--- config.mk ---
export PLATFORM = sky130hd
export DESIGN_NAME = spi_slave_gen_flat
export DESIGN_NICKNAME = d
export VERILOG_FILES = /design/src/rtl/spi_pkg.sv /design/src/rtl/spi_slave_gen_if.sv /design/src/rtl/spi_sync_edge.sv /design/src/rtl/spi_slave_gen.sv /design/src/flat_wrapper.sv
export SDC_FILE = /design/constraint.sdc
export NUM_CORES = 1
export LEC_CHECK = 0
export ABC_AREA = 1
export BUFFER_PORTS_ARGS = -buffer_cell sky130_fd_sc_hd__buf_4
export CAP_MARGIN = 20
export CORE_ASPECT_RATIO = 0.6
export CORE_MARGIN = 3
export CORE_UTILIZATION = 60
export CTS_CLUSTER_DIAMETER = 150
export CTS_CLUSTER_SIZE = 12
export DETAILED_ROUTE_END_ITERATION = 10
export HOLD_SLACK_MARGIN = 0.1
export PLACE_DENSITY = 0.79
export SLEW_MARGIN = 20
export SYNTH_ARGS = -nofsm -noshare
export SYNTH_HDL_FRONTEND = slang
export SYNTH_SLANG_ARGS = --single-unit
--- constraint.sdc ---
create_clock -name sys_clk_i -period 3.3 [get_ports sys_clk_i]
set_clock_uncertainty 0.1 [all_clocks]
set_input_delay 0.33 -clock sys_clk_i [delete_from_list [all_inputs] [get_ports sys_clk_i]]
set_output_delay 0.33 -clock sys_clk_i [all_outputs]
set_load 0.01 [all_outputs]
--- src/rtl/spi_pkg.sv ---
// Shared definitions for the spi_slave_gen block.
//   state_e      : FSM state encoding (IDLE, ACTIVE)
//   EDGE_LEAD/EDGE_TRAIL : names for the two sclk edges of a bit cell
//   edge_select(): maps CPOL/CPHA onto the sclk polarity used for
//                  sampling mosi and for shifting miso
package spi_pkg;

  typedef enum logic {
    ST_IDLE   = 1'b0,
    ST_ACTIVE = 1'b1
  } state_e;

  localparam bit EDGE_LEAD  = 1'b0;  // sclk leaving the CPOL level
  localparam bit EDGE_TRAIL = 1'b1;  // sclk returning to the CPOL level

  typedef struct packed {
    logic sample_rise;  // 1: sample on sclk rising edge, 0: falling
    logic shift_rise;   // 1: shift on sclk rising edge, 0: falling
  } edge_sel_t;

  function automatic edge_sel_t edge_select(input bit cpol, input bit cpha);
    edge_sel_t sel;
    bit        lead_rise;
    bit        sample_edge;
    lead_rise       = ~cpol;
    sample_edge     = cpha ? EDGE_TRAIL : EDGE_LEAD;
    sel.sample_rise = (sample_edge == EDGE_LEAD) ? lead_rise : ~lead_rise;
    sel.shift_rise  = ~sel.sample_rise;
    return sel;
  endfunction

endpackage

--- src/rtl/spi_slave_gen_if.sv ---
// Pin and stream bundle of spi_slave_gen.
//   pins   : ss, sclk, mosi (to slave), miso, miso_oe (from slave)
//   TX     : tx_data/tx_valid (to slave), tx_ready (from slave)
//   RX     : rx_data/rx_valid (from slave), rx_ready (to slave)
//   status : overrun, underrun, frame_abort (sticky, from slave),
//            clr_flags (to slave)
interface spi_slave_gen_if #(
  parameter int DATA_W = 8
) ();

  logic              ss;
  logic              sclk;
  logic              mosi;
  logic              miso;
  logic              miso_oe;
  logic [DATA_W-1:0] tx_data;
  logic              tx_valid;
  logic              tx_ready;
  logic [DATA_W-1:0] rx_data;
  logic              rx_valid;
  logic              rx_ready;
  logic              overrun;
  logic              underrun;
  logic              frame_abort;
  logic              clr_flags;

  modport slave (
    input  ss, sclk, mosi, tx_data, tx_valid, rx_ready, clr_flags,
    output miso, miso_oe, tx_ready, rx_data, rx_valid,
           overrun, underrun, frame_abort
  );

  modport master (
    output ss, sclk, mosi, tx_data, tx_valid, rx_ready, clr_flags,
    input  miso, miso_oe, tx_ready, rx_data, rx_valid,
           overrun, underrun, frame_abort
  );

endinterface

--- src/rtl/spi_sync_edge.sv ---
// Multi-flop synchroniser for an asynchronous pin with edge pulses.
//   clk_i   : system clock
//   rst_ni  : synchronous active-low reset (chain loads RST_VAL)
//   d_i     : asynchronous pin
//   level_o : synchronised level
//   rise_o  : one-cycle pulse on a synchronised 0->1 transition
//   fall_o  : one-cycle pulse on a synchronised 1->0 transition
module spi_sync_edge #(
  parameter int STAGES  = 2,
  parameter bit RST_VAL = 1'b0
) (
  input  logic clk_i,
  input  logic rst_ni,
  input  logic d_i,
  output logic level_o,
  output logic rise_o,
  output logic fall_o
);

  logic [STAGES-1:0] sync_q;
  logic              prev_q;

  always_ff @(posedge clk_i) begin
    if (!rst_ni) begin
      sync_q <= {STAGES{RST_VAL}};
      prev_q <= RST_VAL;
    end else begin
      sync_q <= {sync_q[STAGES-2:0], d_i};
      prev_q <= sync_q[STAGES-1];
    end
  end

  assign level_o = sync_q[STAGES-1];
  assign rise_o  = sync_q[STAGES-1] & ~prev_q;
  assign fall_o  = ~sync_q[STAGES-1] & prev_q;

endmodule

--- src/rtl/spi_slave_gen.sv ---
// Oversampling SPI slave, all four modes, DATA_W-bit words, either bit
// order, back-to-back words within one ss frame.
//   sys_clk_i : sole clock
//   rst_ni    : synchronous active-low reset
//   bus       : spi_slave_gen_if.slave (pins, TX/RX streams, sticky flags)
//
//   state  | meaning
//   IDLE   | ss low; miso_oe low; waiting for ss rising edge
//   ACTIVE | ss high; sampling mosi / shifting miso on sclk edges
module spi_slave_gen
  import spi_pkg::*;
#(
  parameter int              DATA_W      = 8,
  parameter bit              CPOL        = 1'b0,
  parameter bit              CPHA        = 1'b0,
  parameter bit              MSB_FIRST   = 1'b1,
  parameter int              SYNC_STAGES = 2,
  parameter logic [DATA_W-1:0] TX_IDLE   = '0
) (
  input  logic           sys_clk_i,
  input  logic           rst_ni,
  spi_slave_gen_if.slave bus
);

  localparam int               CNT_W    = $clog2(DATA_W + 1);
  localparam logic [CNT_W-1:0] LAST_BIT = CNT_W'(DATA_W - 1);
  localparam edge_sel_t        SEL      = edge_select(CPOL, CPHA);

  logic ss_lvl, ss_rise, ss_fall;
  logic sclk_rise, sclk_fall;
  logic sclk_lvl_unused;
  logic [SYNC_STAGES-1:0] mosi_sync_q;
  logic mosi_lvl;

  spi_sync_edge #(.STAGES(SYNC_STAGES), .RST_VAL(1'b0)) u_ss_sync (
    .clk_i   (sys_clk_i),
    .rst_ni  (rst_ni),
    .d_i     (bus.ss),
    .level_o (ss_lvl),
    .rise_o  (ss_rise),
    .fall_o  (ss_fall)
  );

  spi_sync_edge #(.STAGES(SYNC_STAGES), .RST_VAL(CPOL)) u_sclk_sync (
    .clk_i   (sys_clk_i),
    .rst_ni  (rst_ni),
    .d_i     (bus.sclk),
    .level_o (sclk_lvl_unused),
    .rise_o  (sclk_rise),
    .fall_o  (sclk_fall)
  );

  always_ff @(posedge sys_clk_i) begin
    if (!rst_ni) mosi_sync_q <= '0;
    else         mosi_sync_q <= {mosi_sync_q[SYNC_STAGES-2:0], bus.mosi};
  end
  assign mosi_lvl = mosi_sync_q[SYNC_STAGES-1];

  // sclk edges only count while the synchronised ss is high
  logic sample_ev, shift_pulse;
  assign sample_ev   = ss_lvl & (SEL.sample_rise ? sclk_rise : sclk_fall);
  assign shift_pulse = ss_lvl & (SEL.shift_rise  ? sclk_rise : sclk_fall);

  state_e            state_q, state_d;
  logic [CNT_W-1:0]  bit_cnt_q, bit_cnt_d;
  logic [DATA_W-1:0] rx_shift_q, rx_shift_d;
  logic [DATA_W-1:0] tx_shift_q, tx_shift_d;
  logic [DATA_W-1:0] tx_buf_q, tx_buf_d;
  logic              tx_full_q, tx_full_d;
  // The word loaded into tx_shift is only "peeked": the buffer is released
  // (or underrun raised) at the first sample edge of the word, so a frame
  // ending on a word boundary neither consumes the buffer nor flags underrun.
  logic              peek_buf_q, peek_buf_d;
  logic              commit_q, commit_d;
  logic              first_q, first_d;
  logic              miso_q, miso_d;
  logic              miso_oe_q, miso_oe_d;
  logic [DATA_W-1:0] rx_data_q, rx_data_d;
  logic              rx_valid_q, rx_valid_d;
  logic              overrun_q, overrun_d;
  logic              underrun_q, underrun_d;
  logic              abort_q, abort_d;

  logic [DATA_W-1:0] rx_next;
  logic [DATA_W-1:0] tx_load_val;
  logic              tx_out_bit;
  logic [DATA_W-1:0] tx_shifted;

  assign rx_next     = MSB_FIRST ? {rx_shift_q[DATA_W-2:0], mosi_lvl}
                                 : {mosi_lvl, rx_shift_q[DATA_W-1:1]};
  assign tx_load_val = tx_full_q ? tx_buf_q : TX_IDLE;
  assign tx_out_bit  = MSB_FIRST ? tx_shift_q[DATA_W-1] : tx_shift_q[0];
  assign tx_shifted  = MSB_FIRST ? {tx_shift_q[DATA_W-2:0], 1'b0}
                                 : {1'b0, tx_shift_q[DATA_W-1:1]};

  always_comb begin
    state_d    = state_q;
    bit_cnt_d  = bit_cnt_q;
    rx_shift_d = rx_shift_q;
    tx_shift_d = tx_shift_q;
    tx_buf_d   = tx_buf_q;
    tx_full_d  = tx_full_q;
    peek_buf_d = peek_buf_q;
    commit_d   = commit_q;
    first_d    = 1'b0;
    miso_d     = miso_q;
    rx_data_d  = rx_data_q;
    rx_valid_d = rx_valid_q;
    overrun_d  = overrun_q;
    underrun_d = underrun_q;
    abort_d    = abort_q;

    if (bus.tx_valid && !tx_full_q) begin
      tx_buf_d  = bus.tx_data;
      tx_full_d = 1'b1;
    end

    // clear first so that a set event in the same cycle wins
    if (bus.clr_flags) begin
      overrun_d  = 1'b0;
      underrun_d = 1'b0;
      abort_d    = 1'b0;
    end

    if (rx_valid_q && bus.rx_ready) rx_valid_d = 1'b0;

    unique case (state_q)
      ST_IDLE: begin
        miso_d = 1'b0;
        if (ss_rise) begin
          state_d    = ST_ACTIVE;
          bit_cnt_d  = '0;
          rx_shift_d = '0;
          tx_shift_d = tx_load_val;
          peek_buf_d = tx_full_q;
          commit_d   = 1'b1;
          first_d    = ~CPHA;  // CPHA=0 drives bit 0 before any sclk edge
        end
      end
      ST_ACTIVE: begin
        if (ss_fall) begin
          state_d    = ST_IDLE;
          bit_cnt_d  = '0;
          rx_shift_d = '0;
          commit_d   = 1'b0;
          if (bit_cnt_q != '0) abort_d = 1'b1;
        end else begin
          if (first_q || shift_pulse) begin
            miso_d     = tx_out_bit;
            tx_shift_d = tx_shifted;
          end
          if (sample_ev) begin
            rx_shift_d = rx_next;
            if (commit_q) begin
              commit_d = 1'b0;
              if (peek_buf_q) tx_full_d  = 1'b0;
              else            underrun_d = 1'b1;
            end
            if (bit_cnt_q == LAST_BIT) begin
              bit_cnt_d  = '0;
              tx_shift_d = tx_load_val;
              peek_buf_d = tx_full_q;
              commit_d   = 1'b1;
              if (!rx_valid_q || bus.rx_ready) begin
                rx_data_d  = rx_next;
                rx_valid_d = 1'b1;
              end else begin
                overrun_d = 1'b1;
              end
            end else begin
              bit_cnt_d = bit_cnt_q + CNT_W'(1);
            end
          end
        end
      end
      default: state_d = ST_IDLE;
    endcase

    miso_oe_d = (state_d == ST_ACTIVE);
  end

  always_ff @(posedge sys_clk_i) begin
    if (!rst_ni) begin
      state_q    <= ST_IDLE;
      bit_cnt_q  <= '0;
      rx_shift_q <= '0;
      tx_shift_q <= '0;
      tx_buf_q   <= '0;
      tx_full_q  <= 1'b0;
      peek_buf_q <= 1'b0;
      commit_q   <= 1'b0;
      first_q    <= 1'b0;
      miso_q     <= 1'b0;
      miso_oe_q  <= 1'b0;
      rx_data_q  <= '0;
      rx_valid_q <= 1'b0;
      overrun_q  <= 1'b0;
      underrun_q <= 1'b0;
      abort_q    <= 1'b0;
    end else begin
      state_q    <= state_d;
      bit_cnt_q  <= bit_cnt_d;
      rx_shift_q <= rx_shift_d;
      tx_shift_q <= tx_shift_d;
      tx_buf_q   <= tx_buf_d;
      tx_full_q  <= tx_full_d;
      peek_buf_q <= peek_buf_d;
      commit_q   <= commit_d;
      first_q    <= first_d;
      miso_q     <= miso_d;
      miso_oe_q  <= miso_oe_d;
      rx_data_q  <= rx_data_d;
      rx_valid_q <= rx_valid_d;
      overrun_q  <= overrun_d;
      underrun_q <= underrun_d;
      abort_q    <= abort_d;
    end
  end

  assign bus.miso        = miso_q;
  assign bus.miso_oe     = miso_oe_q;
  assign bus.tx_ready    = ~tx_full_q;
  assign bus.rx_data     = rx_data_q;
  assign bus.rx_valid    = rx_valid_q;
  assign bus.overrun     = overrun_q;
  assign bus.underrun    = underrun_q;
  assign bus.frame_abort = abort_q;

endmodule

--- src/flat_wrapper.sv ---
// flat-port wrapper written by rule: the top's interface ports become plain ports
module spi_slave_gen_flat import spi_pkg::*;
#(
  parameter int              DATA_W      = 8,
  parameter bit              CPOL        = 1'b0,
  parameter bit              CPHA        = 1'b0,
  parameter bit              MSB_FIRST   = 1'b1,
  parameter int              SYNC_STAGES = 2,
  parameter logic [DATA_W-1:0] TX_IDLE   = '0
)
  (sys_clk_i, rst_ni, bus_ss, bus_sclk, bus_mosi, bus_tx_data, bus_tx_valid, bus_rx_ready, bus_clr_flags, bus_miso, bus_miso_oe, bus_tx_ready, bus_rx_data, bus_rx_valid, bus_overrun, bus_underrun, bus_frame_abort);
  spi_slave_gen_if #(.DATA_W(DATA_W)) bus_i ();
  input  logic sys_clk_i;
  input  logic rst_ni;
  input wire logic [$bits(bus_i.ss)-1:0] bus_ss;
  input wire logic [$bits(bus_i.sclk)-1:0] bus_sclk;
  input wire logic [$bits(bus_i.mosi)-1:0] bus_mosi;
  input wire logic [$bits(bus_i.tx_data)-1:0] bus_tx_data;
  input wire logic [$bits(bus_i.tx_valid)-1:0] bus_tx_valid;
  input wire logic [$bits(bus_i.rx_ready)-1:0] bus_rx_ready;
  input wire logic [$bits(bus_i.clr_flags)-1:0] bus_clr_flags;
  output wire logic [$bits(bus_i.miso)-1:0] bus_miso;
  output wire logic [$bits(bus_i.miso_oe)-1:0] bus_miso_oe;
  output wire logic [$bits(bus_i.tx_ready)-1:0] bus_tx_ready;
  output wire logic [$bits(bus_i.rx_data)-1:0] bus_rx_data;
  output wire logic [$bits(bus_i.rx_valid)-1:0] bus_rx_valid;
  output wire logic [$bits(bus_i.overrun)-1:0] bus_overrun;
  output wire logic [$bits(bus_i.underrun)-1:0] bus_underrun;
  output wire logic [$bits(bus_i.frame_abort)-1:0] bus_frame_abort;
  assign bus_i.ss = bus_ss;
  assign bus_i.sclk = bus_sclk;
  assign bus_i.mosi = bus_mosi;
  assign bus_i.tx_data = bus_tx_data;
  assign bus_i.tx_valid = bus_tx_valid;
  assign bus_i.rx_ready = bus_rx_ready;
  assign bus_i.clr_flags = bus_clr_flags;
  assign bus_miso = bus_i.miso;
  assign bus_miso_oe = bus_i.miso_oe;
  assign bus_tx_ready = bus_i.tx_ready;
  assign bus_rx_data = bus_i.rx_data;
  assign bus_rx_valid = bus_i.rx_valid;
  assign bus_overrun = bus_i.overrun;
  assign bus_underrun = bus_i.underrun;
  assign bus_frame_abort = bus_i.frame_abort;
  spi_slave_gen #(.DATA_W(DATA_W), .CPOL(CPOL), .CPHA(CPHA), .MSB_FIRST(MSB_FIRST), .SYNC_STAGES(SYNC_STAGES), .TX_IDLE(TX_IDLE)) u_core (.sys_clk_i(sys_clk_i), .rst_ni(rst_ni), .bus(bus_i));
endmodule
* Yosys cells after proc, flatten, opt, wreduce, memory -nomap -nowiden
Cells that the tools add are included.
** Word-level totals
- Bits in registers :: 53
- Output and inout bits :: 15
- Logic and storage cells :: 115
** Operators by class
- Equality and inequality tests :: 7
- Bitwise operators :: 14
- Muxes and demuxes :: 60
- $add $sub $neg :: 1
- Reductions and logical operators :: 13
** Operators by type and width (number)
- $mux 8 :: 6
- $mux 1 :: 40
- $mux 7 :: 3
- $mux 4 :: 4
- $pmux 8 s2 :: 1
- $pmux 7 s2 :: 1
- $not 1->1 :: 8
- $pmux 1 s2 :: 4
- $pmux 4 s2 :: 1
- $and 1x1->1 :: 6
- $ne 2x2->1 const B :: 3
- $reduce_and 2->1 :: 3
- $reduce_and 5->1 :: 1
- $add 4x1->4 const B :: 1
- $eq 4x3->1 const B :: 1
- $ne 2x1->1 const B :: 2
- $reduce_and 4->1 :: 1
- $reduce_bool 4->1 :: 1
- $ne 3x1->1 const B :: 1
- $logic_and 1x1->1 :: 2
- $logic_not 1->1 :: 2
- $logic_or 1x1->1 :: 2
- $reduce_or 2->1 :: 1

* Longest topological paths before layout
Gate-level depths: netlist (run 1).
- Depth in word-level cells :: 9
- Depth in mapped cells :: 9

* By module
From an unflattened synthesis (run 1), not the netlist that was laid out.
** Second synthesis, totals
- Cell total of the unflattened synthesis :: 294
- Area, all modules :: 2187.1 µm²
** Modules (own cells, without submodules)
- spi_slave_gen :: cells each 268, area each 1986.9 µm², sequential area each 940.9 µm², instances 1
- spi_sync_edge :: cells each 13, area each 100.1 µm², sequential area each 60.1 µm², instances 2

* Least setup slack after synthesis (run 1)
OpenSTA, ideal clock, no wires.
- Path kind :: register -> register
- Start point :: register u_core.state_q
- End point :: register u_core.rx_data_q[0], in the netlist u_core.bus.rx_data[0]
- Arrival time :: 1157 ps
- Data required time :: 3068 ps
- Path buffers :: 1
- Path slack :: 1911 ps
- Library setup time :: 132 ps
- Stages on the path, launching flop included :: 7
- Path through :: dfxtp_1 > buf_6 > inv_2 > nor3_4 > nand2_2 > nand2_1 > a21oi_1
** Between the ends
- Longest elaborated chain between the ends :: 1
** RTL lines
- start: declaration :: line spi_slave_gen.sv:64 : state_e state_q, state_d;
- start signal: assignment :: line spi_slave_gen.sv:201 : state_q <= state_d;
- $reduce_and 5->1 (no line)
- end signal: assignment :: line spi_slave_gen.sv:212 : rx_data_q <= rx_data_d;
- end: declaration :: line spi_slave_gen.sv:78 : logic [DATA_W-1:0] rx_data_q, rx_data_d;
Every way passes these cells.
A chain may end at the register's enable or synchronous reset.

* Final worst setup path (run 1)
- Start point :: register u_core.state_q
- End point :: register u_core.rx_data_q[6], in the netlist u_core.bus.rx_data[6]
Same word-level chain as after synthesis.

==> results.sh, run 1 <==
export IMPL_drc=0
export IMPL_setup_violations=0
export IMPL_num_rows=16
export IMPL_antenna_left=0
export IMPL_hold_class="primary input to flip-flop"
export IMPL_avgSynthCellArea_sq_um=7.57
export IMPL_grt_usage=0.232
export IMPL_status="complete, no violations"
export IMPL_yosys_area_share_xor_xnor=0
export IMPL_grt_max_degree=26
export IMPL_cts_tree="done"
export IMPL_netlist_instances=297
export IMPL_p_switching_uw=302
export IMPL_reg2regPathDepth=5
export IMPL_antenna_found_initial=0
export IMPL_dp_hpwl_mm=3.60
export IMPL_drive_gt1_frac=0.171
export IMPL_synth_adder_area_share=0.0111
export IMPL_wl_mm=4.91
export IMPL_clkPwrFrac=0.330
export IMPL_end_kind="flip-flop"
export IMPL_fin_crit_ns=1.73
export IMPL_ys_ff_latch=53
export IMPL_cts_made_buffers=5
export IMPL_powerDensity_nw_per_um2=468
export IMPL_arrival_ns=1.79
export IMPL_cts_sinks=53
export IMPL_diodes=0
export IMPL_areaGrowthSynthToFinish_pct=14.5
export IMPL_critical_path_depth=5
export IMPL_drt_vias_per_instance=5.37
export IMPL_place_area_sq_um=2460
export IMPL_path_max_fanout=9
export IMPL_comb_power_share=0.099
export IMPL_synth_warnings=0
export IMPL_yosys_area_share_simple=0.310
export IMPL_slowest_stage="dfxtp_1"
export IMPL_core_area_sq_um=3420
export IMPL_synth_nets=315
export IMPL_p_leak_uw=0.00111
export IMPL_p_int_uw=901
export IMPL_required_ns=3.36
export IMPL_worstPathCellList="inv_2 -> nor3_4 -> nand2_2 -> nand2_1 -> a21oi_1"
export IMPL_wl_per_cell_um=13.2
export IMPL_worst_slew_margin_rel=0.547
export IMPL_cts_root_buf="clkbuf_8"
export IMPL_whs_path_depth=3
export IMPL_path_class="flip-flop to flip-flop"
export IMPL_die_area_sq_um=4540
export IMPL_start_kind="flip-flop"
export IMPL_grt_pass1_vias=1631
export IMPL_post_cts_buffers=0
export IMPL_final_common_cell="dfxtp_1"
export IMPL_netlist_area_sq_um=2250
export IMPL_fin_area_sq_um=2570
export IMPL_clk_pin_slew_ns=0.09
export IMPL_grt_overflow_total=0
export IMPL_final_hold_violation_count=0
export IMPL_num_io_pins=31
export IMPL_die_x_um=85.0
export IMPL_crit_buf_inv=1
export IMPL_drt_iter0_markers=169
export IMPL_fin_crit_sh=0.524
export IMPL_clock_latency_ns=0.31
export IMPL_synthMuxAreaShare=0
export IMPL_layout_common_cells="dfxtp_1, nand2_1, nor2_1, nand3_1, inv_1"
export IMPL_synth_top_family_by_area="simple AND/OR/NAND/NOR gates"
export IMPL_synth_compound_area_share=0.119
export IMPL_worst_pin_slew_ns=0.679
export IMPL_slowest_delay_ns=0.60
export IMPL_die_y_um=53.4
export IMPL_setup_slack_ns=1.57
export IMPL_clock_fmax_mhz=578
export IMPL_vias=1997
export IMPL_switching_share=0.251
export IMPL_cts_buffer_depth=2
export IMPL_pwr_share_seq=0.572
export IMPL_slew_viol_final=0
export IMPL_start_util=0.656
export IMPL_port_buffers=30
export IMPL_post_place_ws_ns=1.60
export IMPL_fin_nets=344
export IMPL_htreeDepth=2
export IMPL_cp_top_family="simple AND/OR/NAND/NOR gates"
export IMPL_grt_pass1_wl_mm=7.98
export IMPL_setup_tns_ns=0
export IMPL_drt_pass1_iter_count=6
export IMPL_ys_types=25
export IMPL_routabilityCongestion=0.908
export IMPL_maxCapViolCount=0
export IMPL_rsz0062_at_grt="no"
export IMPL_ys_seq_area_frac=0.472
export IMPL_max_vdd_ir_drop_v=0.000322
flip-flops by register name, indices dropped and copies added (netlist names), 2 cells and up:
register,cells
u_core.bit_cnt_q,4
u_core.bus.rx_data,8
u_core.mosi_sync_q,2
u_core.rx_shift_q,7
u_core.tx_buf_q,8
u_core.tx_shift_q,8
u_core.u_sclk_sync.sync_q,2
u_core.u_ss_sync.sync_q,2
cells by family after synthesis:
| group | after synthesis |
|---|---|
| compound gates | 52 |
| fa+ha+maj | 2 |
| buf+inv | 44 |
| flops | 53 |
| simple gates | 146 |
tightest hold or removal path, cell delays in order:
cell	delay [ns]
buf_4	0.07
nand2_1	0.04
inv_1	0.04
final timing paths:
kind	from	to	slack (ns)
max	u_core.state_q	u_core.bus.rx_data[6]	1.57
min	bus_ss	u_core.u_ss_sync.sync_q[0]	0.11
max reg2reg	u_core.state_q	u_core.bus.rx_data[6]	1.57
min reg2reg	u_core.u_sclk_sync.sync_q[0]	u_core.u_sclk_sync.sync_q[1]	0.32
power by group through the flow:
| stage | clock (uW) | combinational, uW | sequential, uW |
|---|---|---|---|
| 5_1_grt | 429 | 135 | 692 |
| 3_5_place_dp | 0 | 116 | 703 |
| 3_3_place_gp | 0 | 113 | 702 |
| 6_report | 397 | 119 | 688 |
| 2_1_floorplan | 0 | 94.0 | 693 |
| 4_1_cts | 401 | 118 | 688 |
stage by stage:
step	instances	util	power [uW]	hold WS (ns)
6_report	372	0.752	1200	0.106
5_1_grt	372	0.752	1260	0.122
4_1_cts	372	0.752	1210	0.101
3_5_place_dp	363	0.719	819	0.302
3_3_place_gp	363	0.719	815	0.304
2_1_floorplan	297	-	787	0.290
final cells by class:
cell class	instances	area, sq um
Multi-Input combinational cell	200	988
Clock inverter	1	5.00
Fill cell	302	850
Clock buffer	7	96.3
Sequential cell	53	1060
Tap cell	45	56.3
Inverter	35	131
Timing Repair Buffer	31	235
cells in the mapped netlist (all sizes together):
cell     n  area share
nor2    45       0.082
buf      5       0.022
nor3     3       0.012
inv     35       0.058
nand3   37       0.087
nand3b   1      0.0033
nand2   57        0.12
nand4    3      0.0084
ha       2       0.011
clkbuf   4      0.0072
a41oi    1      0.0039
o21ai   22       0.049
a21oi   29       0.066
dfxtp   53        0.47
per-layer routing:
metal	vias up	track usage	routed length [um]
met5	-	0	0
met4	0	0.0789	70
met3	7	0.0529	447
met2	81	0.282	1770
met1	895	0.376	2620
li1	1014	-	-
what timing repair did:
action,in CTS,in global routing
hold buffers,1,0
endpoints found under the hold margin,1,0
gates resized for setup,0,0
(Power assumes the default switching activity.)
==> inputs of run 2 (changes only) <==
--- a/config.mk
+++ b/config.mk
@@ -5,17 +5,17 @@
 export SDC_FILE = /design/constraint.sdc
 export NUM_CORES = 1
 export LEC_CHECK = 0
-export ABC_AREA = 1
+export ABC_AREA = 0
 export BUFFER_PORTS_ARGS = -buffer_cell sky130_fd_sc_hd__buf_4
 export CAP_MARGIN = 20
 export CORE_ASPECT_RATIO = 0.6
 export CORE_MARGIN = 3
-export CORE_UTILIZATION = 60
+export CORE_UTILIZATION = 50
 export CTS_CLUSTER_DIAMETER = 150
 export CTS_CLUSTER_SIZE = 12
 export DETAILED_ROUTE_END_ITERATION = 10
 export HOLD_SLACK_MARGIN = 0.1
-export PLACE_DENSITY = 0.79
+export PLACE_DENSITY = 0.7
 export SLEW_MARGIN = 20
 export SYNTH_ARGS = -nofsm -noshare
 export SYNTH_HDL_FRONTEND = slang
==> constraint.sdc (replaced) <==
create_clock -name sys_clk_i -period 1.4 [get_ports sys_clk_i]
set_clock_uncertainty 0.1 [all_clocks]
set_input_delay 0.14 -clock sys_clk_i [delete_from_list [all_inputs] [get_ports sys_clk_i]]
set_output_delay 0.14 -clock sys_clk_i [all_outputs]
set_load 0.01 [all_outputs]
==> results.sh, run 2 <==
export IMPL_status="finished with violations"
export IMPL_violations="setup timing"
export IMPL_final_hold_violation_count=0
export IMPL_antenna_left=0
export IMPL_core_area_sq_um=4190
export IMPL_ys_types=41
export IMPL_num_io_pins=31
export IMPL_fillers=296
export IMPL_synth_ff_type="dfxtp_1"
export IMPL_clock_fmax_mhz=624
export IMPL_die_x_um=91.8
export IMPL_p_leak_uw=0.00122
export IMPL_instances_no_fill=358
export IMPL_drt_pass1_iter_count=4
export IMPL_comb_power_share=0.131
export IMPL_switching_share=0.253
export IMPL_p_switching_uw=719
export IMPL_avgSynthCellArea_sq_um=9.65
export IMPL_fin_crit_sh=1.14
export IMPL_clkPwrFrac=0.306
export IMPL_routabilityCongestion=0.858
export IMPL_vias=1829
export IMPL_powerDensity_nw_per_um2=906
export IMPL_netlist_area_leader_share=0.480
export IMPL_grt_usage=0.206
export IMPL_synth_area_leaders="dfxtp_1, mux2i_1, nor2b_1"
export IMPL_cts_tree="done"
export IMPL_synth_warnings=0
export IMPL_synth_edff_count=0
export IMPL_slew_viol_final=0
export IMPL_final_util=0.747
export IMPL_grt_max_degree=47
export IMPL_netlist_instances=229
export IMPL_ys_async_sr_fraction=0
export IMPL_drive_gt1_frac=0.376
export IMPL_setup_slack_ns=-0.203
export IMPL_synth_nets=247
export IMPL_die_y_um=57.5
export IMPL_grt_pass1_vias=1619
export IMPL_synth_most_common_cell="dfxtp_1"
export IMPL_start_util=0.528
export IMPL_antenna_found_initial=0
export IMPL_layout_common_cells="buf_4, dfxtp_1, nor2b_1, mux2i_1, nand2_1"
export IMPL_clock_latency_ns=0.32
export IMPL_yosysTopAreaCell="dfxtp_1"
export IMPL_synthTopCellsByCount="dfxtp_1, nor2b_1, nand2_1"
export IMPL_grt_overflow_total=0
export IMPL_cts_sinks=53
export IMPL_power_uw=2840
export IMPL_path_class="flip-flop to flip-flop"
export IMPL_maxCapViolCount=0
export IMPL_cts_root_buf="clkbuf_8"
export IMPL_pwr_share_seq=0.563
export IMPL_p_int_uw=2120
export IMPL_wl_per_cell_um=15.5
export IMPL_worst_slew_margin_rel=0.752
export IMPL_worst_pin_slew_ns=0.372
export IMPL_place_inst=325
export IMPL_htreeDepth=2
export IMPL_max_vdd_ir_drop_v=0.000710
export IMPL_path_max_fanout=4
export IMPL_diodes=0
export IMPL_drt_vias_per_instance=5.11
export IMPL_hold_class="primary input to flip-flop"
export IMPL_rsz0062_at_grt="yes"
export IMPL_cts_buffer_depth=2
export IMPL_cts_made_buffers=5
export IMPL_ys_ff_latch=53
export IMPL_clk_pin_slew_ns=0.09
export IMPL_dp_hpwl_mm=3.34
export IMPL_arrival_ns=1.72
export IMPL_die_area_sq_um=5280
export IMPL_end_kind="flip-flop"
export IMPL_fin_crit_ns=1.60
export IMPL_port_buffers=30
export IMPL_wl_mm=5.53
export IMPL_areaGrowthSynthToFinish_pct=41.6
export IMPL_grt_pass1_wl_mm=8.24
export IMPL_drc=0
export IMPL_ys_seq_area_frac=0.480
export IMPL_setup_violations=31
export IMPL_start_kind="flip-flop"
export IMPL_netlist_area_sq_um=2210
export IMPL_required_ns=1.51
export IMPL_num_rows=18
export IMPL_final_common_cell="buf_4"
export IMPL_drt_iter0_markers=122
export IMPL_fin_nets=315
-- run 2: cell count changes after synthesis, sizes merged, moves of 17 or more --
cell / previous run / this run
nand2: 57 / 18
nor2: 45 / 11
nor2b: 0 / 24
inv: 35 / 8
nand3: 37 / 7
mux2i: 0 / 17
a21oi: 29 / 7
-- run 2: critical path: stages (launching register included) --
cell      delay [ns]
dfxtp_2         0.34
ha_4            0.16
and3b_4         0.21
a31o_4          0.26
o21ai_4         0.19
nand2b_1        0.08
and3_1          0.16
-- run 2: layout make-up --
cell class | count | area, sq um | area share
Inverter | 8 | 30.0 | 0.00959
Multi-Input combinational cell | 157 | 1230 | 0.394
Tap cell | 60 | 75.1 | 0.0240
Clock inverter | 2 | 16.3 | 0.00520
Timing Repair Buffer | 72 | 631 | 0.201
Clock buffer | 6 | 72.6 | 0.0232
Sequential cell | 53 | 1070 | 0.343
-- run 2: logic make-up after synthesis --
| kind of cell | after synthesis | synth area share |
|---|---|---|
| flops | 53 | 0.480 |
| xor+xnor | 3 | 0.0119 |
| mux | 17 | 0.0770 |
| buf+inv | 20 | 0.0464 |
| simple gates | 87 | 0.221 |
| compound gates | 46 | 0.147 |
| fa+ha+maj | 3 | 0.0164 |
-- run 2: repair_timing --
item	4_1_cts	5_1_grt
hold buffers	13	0
setup buffers	4	7
pin swaps	14	11
endpoints found under the hold margin	15	0
gates cloned	0	1
gates resized for setup	26	25
setup endpoints to repair	32	35
-- run 2: power by group through the flow --
stage | clock [uW] | sequential [uW] | combinational, uW
2_1_floorplan | 0 | 1610 | 178
3_3_place_gp | 0 | 1620 | 257
3_5_place_dp | 0 | 1620 | 259
4_1_cts | 878 | 1590 | 322
5_1_grt | 960 | 1600 | 399
6_report | 867 | 1600 | 371
-- run 2: worst paths after layout --
path | startpoint | endpoint | slack [ns] | depth (start not counted)
worst min-delay path | bus_rx_ready | u_core.bus.rx_valid | 0.14 | 3
worst max register to register | u_core.bit_cnt_q[1] | u_core.tx_shift_q[3] | -0.20 | 6
worst max-delay path | u_core.bit_cnt_q[1] | u_core.tx_shift_q[3] | -0.20 | 6
worst min register to register | u_core.mosi_sync_q[0] | u_core.mosi_sync_q[1] | 0.34 | 1
-- run 2: layer usage --
metal	up-vias	wire length, um	global-route usage
met4	0	74	0.0909
li1	924	-	-
met1	856	2940	0.324
met5	-	0	0
met3	6	261	0.0487
met2	43	2260	0.261
-- run 2: stage by stage --
| stage | hold slack [ns] | area (sq um) | worst slack, ns | setup TNS, ns |
|---|---|---|---|---|
| after floorplan | 0.167 | 2240 | -0.148 | -1.46 |
| after global placement | 0.249 | 2610 | -0.185 | -3.13 |
| after detailed placement | 0.252 | 2610 | -0.256 | -3.77 |
| after CTS | 0.111 | 2980 | -0.191 | -2.99 |
| after global routing | 0.169 | 3130 | -0.273 | -6.01 |
| final | 0.137 | 3130 | -0.203 | -3.99 |
==> inputs of run 3 (changes only) <==
--- a/config.mk
+++ b/config.mk
@@ -5,17 +5,17 @@
 export SDC_FILE = /design/constraint.sdc
 export NUM_CORES = 1
 export LEC_CHECK = 0
-export ABC_AREA = 0
+export ABC_AREA = 1
 export BUFFER_PORTS_ARGS = -buffer_cell sky130_fd_sc_hd__buf_4
 export CAP_MARGIN = 20
 export CORE_ASPECT_RATIO = 0.6
 export CORE_MARGIN = 3
-export CORE_UTILIZATION = 50
+export CORE_UTILIZATION = 36
 export CTS_CLUSTER_DIAMETER = 150
 export CTS_CLUSTER_SIZE = 12
 export DETAILED_ROUTE_END_ITERATION = 10
 export HOLD_SLACK_MARGIN = 0.1
-export PLACE_DENSITY = 0.7
+export PLACE_DENSITY = 0.52
 export SLEW_MARGIN = 20
 export SYNTH_ARGS = -nofsm -noshare
 export SYNTH_HDL_FRONTEND = slang
==> results.sh, run 3 (synthesis results as in run 1) <==
export IMPL_fillers=564
export IMPL_grt_usage=0.163
export IMPL_clk_pin_slew_ns=0.09
export IMPL_dr_max_layer_used="met4"
export IMPL_start_kind="flip-flop"
export IMPL_drt_vias_per_instance=4.62
export IMPL_cts_buffer_depth=2
export IMPL_clock_latency_ns=0.31
export IMPL_layout_common_cells="buf_4, dfxtp_1, nor2_1, nand2_1, inv_1"
export IMPL_areaGrowthSynthToFinish_pct=39.6
export IMPL_max_vdd_ir_drop_v=0.000381
export IMPL_r2r_end="u_core.bus.rx_data[4]"
export IMPL_place_inst=422
export IMPL_path_class="flip-flop to flip-flop"
export IMPL_post_place_ws_ns=-0.0984
export IMPL_fin_area_sq_um=3140
export IMPL_p_leak_uw=0.00132
export IMPL_maxCapViolCount=0
export IMPL_die_x_um=108
export IMPL_diodes=0
export IMPL_cts_sinks=53
export IMPL_grt_pass1_vias=1822
export IMPL_htreeDepth=2
export IMPL_clock_fmax_mhz=696
export IMPL_place_area_sq_um=2690
export IMPL_path_max_fanout=3
export IMPL_final_common_cell="buf_4"
export IMPL_setup_violations=7
export IMPL_cts_made_buffers=5
export IMPL_fin_nets=384
export IMPL_vias=2062
export IMPL_port_buffers=30
export IMPL_ff2ff_setup_slack_ns=-0.04
export IMPL_hold_class="primary input to flip-flop"
export IMPL_wl_met3_um=243
export IMPL_num_io_pins=31
export IMPL_cts_tree="done"
export IMPL_fin_crit_sh=1.03
export IMPL_antenna_found_initial=0
export IMPL_hold_end="u_core.bus.rx_data[0]"
export IMPL_arrival_ns=1.58
export IMPL_multiInputGateArea_sq_um=1160
export IMPL_final_hold_violation_count=0
export IMPL_core_area_sq_um=5810
export IMPL_fin_crit_ns=1.44
export IMPL_hp_start="rst_ni"
export IMPL_start_util=0.387
export IMPL_status="finished with violations"
export IMPL_cts_root_buf="clkbuf_8"
export IMPL_worst_slew_margin_rel=0.810
export IMPL_end_kind="flip-flop"
export IMPL_drt_pass1_iter_count=6
export IMPL_drive_gt1_frac=0.322
export IMPL_power_uw=2880
export IMPL_rsz0062_at_grt="yes"
export IMPL_grt_overflow_total=0
export IMPL_required_ns=1.55
export IMPL_drt_iter0_markers=117
export IMPL_wl_per_cell_um=12.7
export IMPL_die_area_sq_um=7260
export IMPL_setup_slack_ns=-0.0372
export IMPL_slew_viol_final=0
export IMPL_num_rows=21
export IMPL_wl_met1_mm=3.29
export IMPL_routabilityCongestion=0.831
export IMPL_drc=0
export IMPL_wl_mm=5.64
export IMPL_powerDensity_nw_per_um2=917
export IMPL_holdWs_ns=0.122
export IMPL_die_y_um=67.2
export IMPL_grt_pass1_wl_mm=9.14
export IMPL_violations="setup timing"
export IMPL_instances_no_fill=446
export IMPL_whs_path_depth=3
export IMPL_final_seq_area_sq_um=1080
export IMPL_antenna_left=0
export IMPL_dp_hpwl_mm=4.01
export IMPL_grt_max_degree=25
export IMPL_wl_met2_mm=2.05
export IMPL_worst_pin_slew_ns=0.285
export IMPL_r2r_start="u_core.bit_cnt_q[1]"
export IMPL_reg2regPathDepth=7
## run 3: cell count changes in the layout (fill, tap and decap cells not counted), moves of 20 or more
cell / change
nor2_1: +33
inv_1: +23
nand2_1: +23
nor2b_1: -22
nand3_1: +20
## run 3: through the flow
step	setup TNS, ns	util
2_1_floorplan	0	-
6_report	-0.105	0.540
4_1_cts	0	0.509
5_1_grt	-0.889	0.540
3_3_place_gp	-0.683	0.463
3_5_place_dp	-0.820	0.463
## run 3: area by class of cell
cell class,instances,share of cell area
well taps,80,0.0319
flip-flops and latches,53,0.343
multi-input cells,201,0.370
repair buffers,70,0.184
clock buffers,7,0.0275
inverters,35,0.0439
## run 3: timing repair
item | 4_1_cts | 5_1_grt
endpoints found under the setup margin | 31 | 40
endpoints found under the hold margin | 15 | 0
buffers inserted | 0 | 3
gates resized for setup | 12 | 46
hold buffers | 13 | 0
cloned | 0 | 1
pin swaps | 1 | 16
## run 3: worst max-delay path by stage
stage / startpoint / endpoint / slack, ns / depth (start not counted)
detailed placement: u_core.bit_cnt_q[1] / u_core.tx_shift_q[7] / -0.1 / 6
CTS: u_core.bit_cnt_q[0] / u_core.bus.rx_data[2] / 0.005 / 7
global placement: u_core.bit_cnt_q[1] / u_core.tx_shift_q[5] / -0.07 / 7
finish: u_core.bit_cnt_q[1] / u_core.bus.rx_data[4] / -0.04 / 7
global route: u_core.bit_cnt_q[1] / u_core.bus.rx_data[2] / -0.09 / 7
floorplan: u_core.state_q / u_core.bus.rx_data[0] / 0.01 / 6
## run 3: critical path, stage by stage, from the launching register on
cell     delay (ns)
dfxtp_4        0.38
ha_4           0.17
nand3_4        0.08
buf_6          0.13
nor2_4         0.15
buf_6          0.13
nand3_1        0.10
a21oi_1        0.14
## run 3: where the power goes
group | total, uW | switching (uW) | leakage (uW) | internal (uW)
registers | 1610 | 44.5 | 0.000436 | 1570
clock network | 881 | 488 | 0.0000443 | 394
logic | 383 | 214 | 0.000838 | 169
total | 2880 | 746 | 0.00132 | 2130
## run 3: per-layer routing
layer,up-vias,track usage
met5,-,0
met4,0,0.0472
met3,8,0.0382
met2,33,0.206
met1,923,0.265
li1,1098,-
